### src/rtl/sm_adder_pkg.sv
// rtl/sm_adder_pkg.sv - shared sign-magnitude constants, FSM encoding and helpers
// Purpose: constants and types shared by the sign-magnitude adder arbiter slice.
// Ports: none (package).
package sm_adder_pkg;

  localparam int SM_W     = 4;
  localparam int SM_MAG_W = 3;
  localparam logic [SM_W-1:0] SM_NEG_ZERO = 4'b1000;

  typedef enum logic [1:0] {
    IDLE = 2'd0,
    WAIT = 2'd1,
    RESP = 2'd2
  } sm_state_e;

  // Negative zero is folded to positive zero so the adder only ever sees one zero.
  function automatic logic [SM_W-1:0] sm_normalise(input logic [SM_W-1:0] v);
    return (v == SM_NEG_ZERO) ? '0 : v;
  endfunction

endpackage

### src/rtl/rom_sign_mag_adder.sv
// rtl/rom_sign_mag_adder.sv - 4-bit sign-magnitude adder lookup with registered output
// Purpose: registered sign-magnitude sum of a and b (1-cycle latency); overflow yields 0000.
// Ports:
//   clk   in  1  rising-edge clock
//   a     in  4  operand A, bit3 = sign, bits[2:0] = magnitude
//   b     in  4  operand B, same encoding
//   data  out 4  registered sum, updated every cycle from a/b
module rom_sign_mag_adder (
  input  logic       clk,
  input  logic [3:0] a,
  input  logic [3:0] b,
  output logic [3:0] data
);

  // Table contents expressed as the function the ROM encodes.
  function automatic logic [3:0] sm_lookup(input logic [3:0] x, input logic [3:0] y);
    logic [3:0] tot;
    logic [2:0] mag;
    logic       sgn;
    tot = {1'b0, x[2:0]} + {1'b0, y[2:0]};
    if (x[3] == y[3]) begin
      sgn = x[3];
      mag = tot[3] ? 3'd0 : tot[2:0];
      if (tot[3]) sgn = 1'b0;
    end else if (x[2:0] >= y[2:0]) begin
      sgn = x[3];
      mag = x[2:0] - y[2:0];
    end else begin
      sgn = y[3];
      mag = y[2:0] - x[2:0];
    end
    // A zero magnitude is always reported as positive zero.
    if (mag == 3'd0) sgn = 1'b0;
    return {sgn, mag};
  endfunction

  always_ff @(posedge clk) begin
    data <= sm_lookup(a, b);
  end

endmodule

### src/rtl/sign_mag_adder_arbiter.sv
// rtl/sign_mag_adder_arbiter.sv - round-robin arbiter sharing one sign-magnitude adder
// Purpose: serves NUM_REQ requesters round-robin, sequences operands through one
//          registered sign-magnitude adder and returns sum/id/overflow on a response channel.
// Ports:
//   clk        in  1          rising-edge clock
//   reset      in  1          synchronous, active-high
//   req_valid  in  NUM_REQ    requester i has an operation
//   req_ready  out NUM_REQ    handshake accepted for requester i this cycle
//   req_a      in  4*NUM_REQ  operand A of requester i at [4i+3:4i]
//   req_b      in  4*NUM_REQ  operand B of requester i at [4i+3:4i]
//   rsp_valid  out 1          response available
//   rsp_ready  in  1          consumer accepts response
//   rsp_id     out ID_W       index of the served requester
//   rsp_sum    out 4          sign-magnitude sum, 0000 on overflow
//   rsp_ovf    out 1          same signs and |a|+|b| > 7
//   op_count   out CNT_W      responses consumed, saturating
module sign_mag_adder_arbiter
  import sm_adder_pkg::*;
#(
  parameter  int NUM_REQ = 2,
  parameter  int CNT_W   = 16,
  localparam int ID_W    = (NUM_REQ > 2) ? 2 : 1
) (
  input  logic                 clk,
  input  logic                 reset,
  input  logic [NUM_REQ-1:0]   req_valid,
  output logic [NUM_REQ-1:0]   req_ready,
  input  logic [4*NUM_REQ-1:0] req_a,
  input  logic [4*NUM_REQ-1:0] req_b,
  output logic                 rsp_valid,
  input  logic                 rsp_ready,
  output logic [ID_W-1:0]      rsp_id,
  output logic [SM_W-1:0]      rsp_sum,
  output logic                 rsp_ovf,
  output logic [CNT_W-1:0]     op_count
);

  sm_state_e       state, state_nxt;
  logic [ID_W-1:0] rr_ptr;
  logic [ID_W-1:0] grant_idx, hi_idx, lo_idx;
  logic            found_hi, found_lo;
  logic [SM_W-1:0] grant_a, grant_b, norm_a, norm_b;
  logic [SM_W-1:0] op_a, op_b, adder_sum;
  logic [SM_W-1:0] mag_sum;
  logic            grant_ovf;
  logic            hs, rsp_fire;

  // Round-robin pick: lowest valid index at or above rr_ptr, else lowest valid overall
  // (the wrap-around). Descending loop so the last hit is the lowest index.
  always_comb begin
    found_hi = 1'b0;
    found_lo = 1'b0;
    hi_idx   = '0;
    lo_idx   = '0;
    for (int i = NUM_REQ - 1; i >= 0; i--) begin
      if (req_valid[i]) begin
        found_lo = 1'b1;
        lo_idx   = ID_W'(i);
        if (i >= int'(rr_ptr)) begin
          found_hi = 1'b1;
          hi_idx   = ID_W'(i);
        end
      end
    end
    grant_idx = found_hi ? hi_idx : lo_idx;
  end

  always_comb begin
    grant_a   = '0;
    grant_b   = '0;
    req_ready = '0;
    for (int i = 0; i < NUM_REQ; i++) begin
      if (grant_idx == ID_W'(i)) begin
        grant_a      = req_a[4*i +: 4];
        grant_b      = req_b[4*i +: 4];
        req_ready[i] = (state == IDLE) && found_lo;
      end
    end
  end

  assign norm_a    = sm_normalise(grant_a);
  assign norm_b    = sm_normalise(grant_b);
  // Overflow decided on normalised operands with a 4-bit magnitude sum.
  assign mag_sum   = {1'b0, norm_a[SM_MAG_W-1:0]} + {1'b0, norm_b[SM_MAG_W-1:0]};
  assign grant_ovf = (norm_a[SM_W-1] == norm_b[SM_W-1]) && (mag_sum > 4'd7);

  assign hs        = (state == IDLE) && found_lo;
  assign rsp_fire  = (state == RESP) && rsp_ready;

  always_comb begin
    state_nxt = state;
    case (state)
      IDLE:    if (found_lo) state_nxt = WAIT;
      WAIT:    state_nxt = RESP;
      RESP:    if (rsp_ready) state_nxt = IDLE;
      default: state_nxt = IDLE;
    endcase
  end

  always_ff @(posedge clk) begin
    if (reset) begin
      state    <= IDLE;
      rr_ptr   <= '0;
      op_a     <= '0;
      op_b     <= '0;
      rsp_id   <= '0;
      rsp_ovf  <= 1'b0;
      op_count <= '0;
    end else begin
      state <= state_nxt;
      if (hs) begin
        op_a    <= norm_a;
        op_b    <= norm_b;
        rsp_id  <= grant_idx;
        rsp_ovf <= grant_ovf;
        rr_ptr  <= (grant_idx == ID_W'(NUM_REQ - 1)) ? '0 : grant_idx + 1'b1;
      end
      if (rsp_fire && (op_count != {CNT_W{1'b1}})) begin
        op_count <= op_count + CNT_W'(1);
      end
    end
  end

  // Operand registers hold through WAIT and RESP, so the adder output is stable in RESP.
  rom_sign_mag_adder u_adder (
    .clk  (clk),
    .a    (op_a),
    .b    (op_b),
    .data (adder_sum)
  );

  assign rsp_valid = (state == RESP);
  assign rsp_sum   = adder_sum;

endmodule
### config.mk
export PLATFORM = sky130hd
export DESIGN_NAME = sign_mag_adder_arbiter
export DESIGN_NICKNAME = d
export VERILOG_FILES = /design/src/rtl/sm_adder_pkg.sv /design/src/rtl/rom_sign_mag_adder.sv /design/src/rtl/sign_mag_adder_arbiter.sv
export SDC_FILE = /design/constraint.sdc
export NUM_CORES = 1
export LEC_CHECK = 0
export ABC_AREA = 1
export CAP_MARGIN = 20
export CELL_PAD_IN_SITES_DETAIL_PLACEMENT = 1
export CELL_PAD_IN_SITES_GLOBAL_PLACEMENT = 1
export CORE_UTILIZATION = 32
export CTS_CLUSTER_SIZE = 24
export DETAILED_ROUTE_END_ITERATION = 16
export GPL_TIMING_DRIVEN = 0
export MAX_ROUTING_LAYER = met4
export PLACE_DENSITY_LB_ADDON = 0.15
export SYNTH_ARGS = -nofsm -noshare
export SYNTH_HDL_FRONTEND = slang
export SYNTH_SLANG_ARGS = --single-unit
### constraint.sdc
create_clock -name clk -period 1.8 [get_ports clk]
set_input_delay 0.27 -clock clk [delete_from_list [all_inputs] [get_ports clk]]
set_output_delay 0.27 -clock clk [all_outputs]
set_load 0.005 [all_outputs]
Word-level counts from Yosys, hierarchy flattened
Cells that the tools add are included. Widths: inputs -> output; s select.

Flip-flop bits (word level): 33. Input port bits: 21. Output and inout port bits: 25. Logic and storage cells: 58.

$add $sub $neg: 6. Order comparisons: 3. Eq/ne operators: 9. Mux-type cells: 24. Reduce and logical (&&, ||, !) cells: 7.

Operators by type and width (number): $add 16x1->16 const B (1); $mux 4 (4); $ne 16x16->1 const B (1); $mux 1 (14); $mux 3 (3); $add 3x3->4 (2); $eq 4x4->1 const B (2); $pmux 2 s3 (1); $sub 3x3->3 (2); $gt 4x3->1 const B (1); $logic_and 1x1->1 (4); $mux 2 (2); $ge 3x3->1 (1); $logic_not 3->1 (1); $eq 1x1->1 (2); $eq 2x1->1 const B (1); $eq 2x2->1 const B (1); $logic_not 2->1 (1); $ne 2x1->1 const B (1); $ne 2x2->1 const B (1); $reduce_and 2->1 (1); $add 1x1->1 const B (1); $ge 1x1->1 const A (1).

Logic depth before layout (Yosys ltp)
Depth in word-level cells: 10. Mapped depth: 12. Gate-level depth less buffers: 12.

Modules after synthesis
A second synthesis with hierarchy kept.

Cells, all modules: 301. Area, all modules: 2173.3 um^2.

Modules (own cells, without submodules): sign_mag_adder_arbiter (instances 1, cells an instance 237, area an instance 1662.8 um^2, seq. area each 580.6 um^2); rom_sign_mag_adder (instances 1, cells an instance 64, area an instance 510.5 um^2, seq. area each 80.1 um^2).

Least setup slack after synthesis
OpenSTA, ideal clock, no wires.

Kind: flip-flop to flip-flop. From: register op_a[1]. To: register u_adder.data[3]. Library setup time: 0.119 ns. Data arrival time: 1.546 ns. Data required time: 1.681 ns. Slack: 0.135 ns. Stages on the path, launching flop included: 11. Path buffers: 0. Period minus slack after synthesis: 1.665 ns. Cells stage by stage: dfxtp_1 > inv_1 > ha_1 > nand3_1 > nand3_1 > nand2_1 > o21ai_0 > nand2_1 > nand2_1 > nor3_1 > nor2_1.

Longest elaborated chain between the ends: 4.

RTL lines: start: declaration (RTL line sign_mag_adder_arbiter.sv:43) `logic [SM_W-1:0] op_a, op_b, adder_sum;`; start signal: assignment (RTL line sign_mag_adder_arbiter.sv:112) `op_a <= norm_a;`; $add 3x3->4 (tied with other cells) (RTL line rom_sign_mag_adder.sv:20) `tot = {1'b0, x[2:0]} + {1'b0, y[2:0]};`; $mux 3 (on tied branches) (RTL line rom_sign_mag_adder.sv:23, rom_sign_mag_adder.sv:25); $mux 3 (RTL line rom_sign_mag_adder.sv:21) `if (x[3] == y[3]) begin`; $logic_not 3->1 (RTL line rom_sign_mag_adder.sv:33) `if (mag == 3'd0) sgn = 1'b0;`; end signal: assignment (RTL line rom_sign_mag_adder.sv:38) `data <= sm_lookup(a, b);`; end: declaration (RTL line rom_sign_mag_adder.sv:12) `output logic [3:0] data`.

Several ways; a longest one is shown, not always the timed one. A chain may end at the register's enable or synchronous reset.

Worst setup path in the final report
From: register op_a[0]. To: register u_adder.data[3].

Longest elaborated chain between the ends: 4.

RTL lines: $sub 3x3->3 (tied with other cells) (RTL line rom_sign_mag_adder.sv:30) `mag = y[2:0] - x[2:0];`; $mux 3 (on tied branches) (RTL line rom_sign_mag_adder.sv:25, rom_sign_mag_adder.sv:23); $mux 3 (RTL line rom_sign_mag_adder.sv:21); $logic_not 3->1 (RTL line rom_sign_mag_adder.sv:33).

Several ways; a longest one is shown, not always the timed one.

==> summary.txt <==
Outcome
  • Status: finished, final reports clean

Timing
  • Final Cycle Share: 98.1%
  • Clock Skews: 11.0 ps
  • Worst slew pin tran: 462 ps
  • Fin worst setup slack: 34.4 ps
  • Final setup viols: 0
  • Slew Limit Headroom: 69.2%
  • Slew Viols, Final: 0
  • Final Hold Viols: 0
  • F_max: 566 MHz
  • RSZ-0062 raised after global routing: yes
  • Time the worst path needs with I/O delays and setup: 1770 ps

Yosys
  • Top cells by count, synth: 54 x nand2_1, 46 x inv_1, 33 x dfxtp_1
  • Mean Syn Cell Area: 7.10 sq um
  • Synth Cell Area: 2030 sq um
  • Register area share after synthesis: 32.6%
  • Top-area cell type share of the netlist area: 32.6%
  • Yosys reg bits: 33
  • Cells after Synth: 286
  • Count of different cell masters after synthesis: 36
  • Most area-consuming cells after synthesis: dfxtp_1 33%, nand2_1 10%, inv_1 8.5%
  • Syn nets: 321
  • Post-synth EDFFs: 0
  • Post-synth ARST share: 0%
  • Yosys Warn Count: 0
  • Main synth FF type: dfxtp_1
  • Area leader, netlist: dfxtp_1
  • Most frequent cell after synthesis: nand2_1

Clock network
  • Clock-pin transition on the worst setup and hold timing paths: 70 ps
  • Sink Count: 33
  • CTS Buf Count: 5
  • CTS Buffer Depth: 2
  • Root Driver: clkbuf_8
  • H-tree levels: 2
  • Clk_lat worst skew: 280 ps
  • CTS tree: yes

Place
  • Hpwl dp: 4000 microns
  • Placer Congestion: 0.768
  • Inst Count DP: 406
  • Worst slack, placed: -333 ps
  • IO buf count: 45

Routing
  • 1st-iter DRT viols: 44
  • Vias/cell: 4.71
  • Vias after detailed routing: 1962
  • DRC Markers: 0
  • Pre-Repair DR Iteration Count: 4
  • Final WL: 5050 microns
  • ANT nets after route: 0
  • Drt wl/cell: 12.1 microns

GRT
  • Largest net degree at the start of global routing: 11
  • Total grt overflow: 0
  • Number of global-route vias before repair: 1894
  • Global-route wire length before repair: 8580 microns
  • Initial antenna violation count: 0
  • Total GRT Usage: 17.1%

Floorplan
  • Die area: 6660 sq um
  • Die width: 81.6 microns
  • FP Rows: 28
  • Num ports: 46
  • Die height: 81.6 microns
  • Core area: 6030 sq um
  • Starting density of the core: 33.7%

Flow run
  • Max_cap viols: 0

Cells and area
  • Area growth syn-to-layout: 36.6%
  • Fraction of layout cells with a size suffix above 1: 14.6%
  • Final Net Count: 376
  • # diodes: 0
  • Fill cell count: 780
  • Final Non-Filler Cells: 417

Critical path
  • Buffers and inverters on the worst path: 1
  • Critical path fanouts, max: 3
  • Setup crit start kind: flop
  • CP top delay family: adder cells
  • Largest stage delay, worst path: 400 ps
  • Critical path's most frequent cell: nand2_1
  • Worst Path Required: 1970 ps
  • CP cell instances: inv_1 > ha_1 > fa_1 > xnor2_1 > nand2_1 > o21ai_0 > nand2_1 > nand2_1 > nor3_1 > nor2_1
  • WS Path Type: reg2reg
  • Crit-path slowest cell: fa_1
  • CP arrival: 1940 ps
  • CP endpoint kind: flop

Min path
  • Hold Path Class: reg2reg

Power
  • Power density over the cells: 815 nW/um^2
  • Peak supply drop: 424 uV
  • Leakage Power: 1.22 nW
==> stage by stage <==
stage	hold WS, ps	setup TNS (ps)	util, %	total power, mW	instance area [sq um]
floorplan	426	0	-	1.24	2030
global placement	480	-1110	42.7	1.48	2570
detailed placement	488	-1180	42.7	1.49	2570
CTS	516	0	45.3	2.25	2730
global route	491	-61.4	46.0	2.41	2770
finish	480	0	46.0	2.26	2770
==> repair_timing <==
item                                    CTS  global route
resized for setup                        14             9
pin swaps                                 2             1
endpoints found under the setup margin    4             6
setup buffers                             1             2
hold buffers                              0             0
==> logic make-up (layout without fill, tap and decap cells) <==
family,Yosys count,in the layout,synth area share (%)
buffers and inverters,59,115,11.8
adder cells (fa/ha/maj),14,14,9.74
flip-flops,33,33,32.6
AO/OA/AOI/OAI,54,54,14.6
XOR/XNOR,5,5,2.16
AND/OR/NAND/NOR,121,121,29.2
==> placed cells by master (no fill, tap or decap), types with 4 or more instances in the layout <==
cell type	n
nand2_1	53
inv_1	46
clkdlybuf4s50_1	41
dfxtp_1	28
a21oi_1	22
nor2_1	19
nand3_1	16
o21ai_0	15
ha_1	10
nand3b_1	6
inv_2	6
o21ai_1	6
clkbuf_8	6
nor3_1	5
nand2_2	4
dfxtp_2	4
==> worst paths after layout <==
| check | start | end | slack [ps] | depth (start not counted) |
|---|---|---|---|---|
| setup / recovery | op_a[0] | u_adder.data[3] | 30 | 10 |
| hold / removal | op_count[0] | op_count[0] | 480 | 1 |
| setup reg to reg | op_a[0] | u_adder.data[3] | 30 | 10 |
| hold reg to reg | op_count[0] | op_count[0] | 480 | 1 |
==> worst register-to-register path: stages (launching register included) <==
cell and delay (ps):
dfxtp_2 350, inv_1 60, ha_1 220, fa_1 400, xnor2_1 140, nand2_1 60
o21ai_0 80, nand2_1 60, nand2_1 60, nor3_1 170, nor2_1 60
==> sequential cells by signal, summed over array words and instances (netlist names) <==
register      flops
u_adder.data      4
rsp_id            1
rsp_ovf           1
state             2
op_count         16
op_a              4
rr_ptr            1
op_b              4
==> layer usage <==
metal / vias to the layer above / wire, microns / global-route usage (%)
li1: 1021 / - / -
met1: 898 / 2520 / 22.3
met2: 39 / 2330 / 27.3
met3: 4 / 157 / 3.00
met4: 0 / 38 / 4.21
met5: - / 0 / -
==> power breakdown <==
part | leakage (nW) | switching (mW) | internal [mW]
Clock | 0.0585 | 0.279 | 0.452
Combinational | 0.893 | 0.336 | 0.329
Sequential | 0.272 | 0.0525 | 0.813
==> area by class of cell <==
| cell class | count | area, sq um | share of cell area [%] |
|---|---|---|---|
| multi-input combinational | 194 | 1170 | 42.4 |
| sequential | 33 | 669 | 24.1 |
| timing repair buffer | 48 | 475 | 17.1 |
| inverter | 53 | 201 | 7.27 |
| tap | 75 | 93.8 | 3.38 |
| clock buffer | 7 | 86.3 | 3.11 |
| buffer | 6 | 41.3 | 1.49 |
| clock inverter | 1 | 30.0 | 1.08 |
Note: power is estimated with default switching activity, not from simulation.
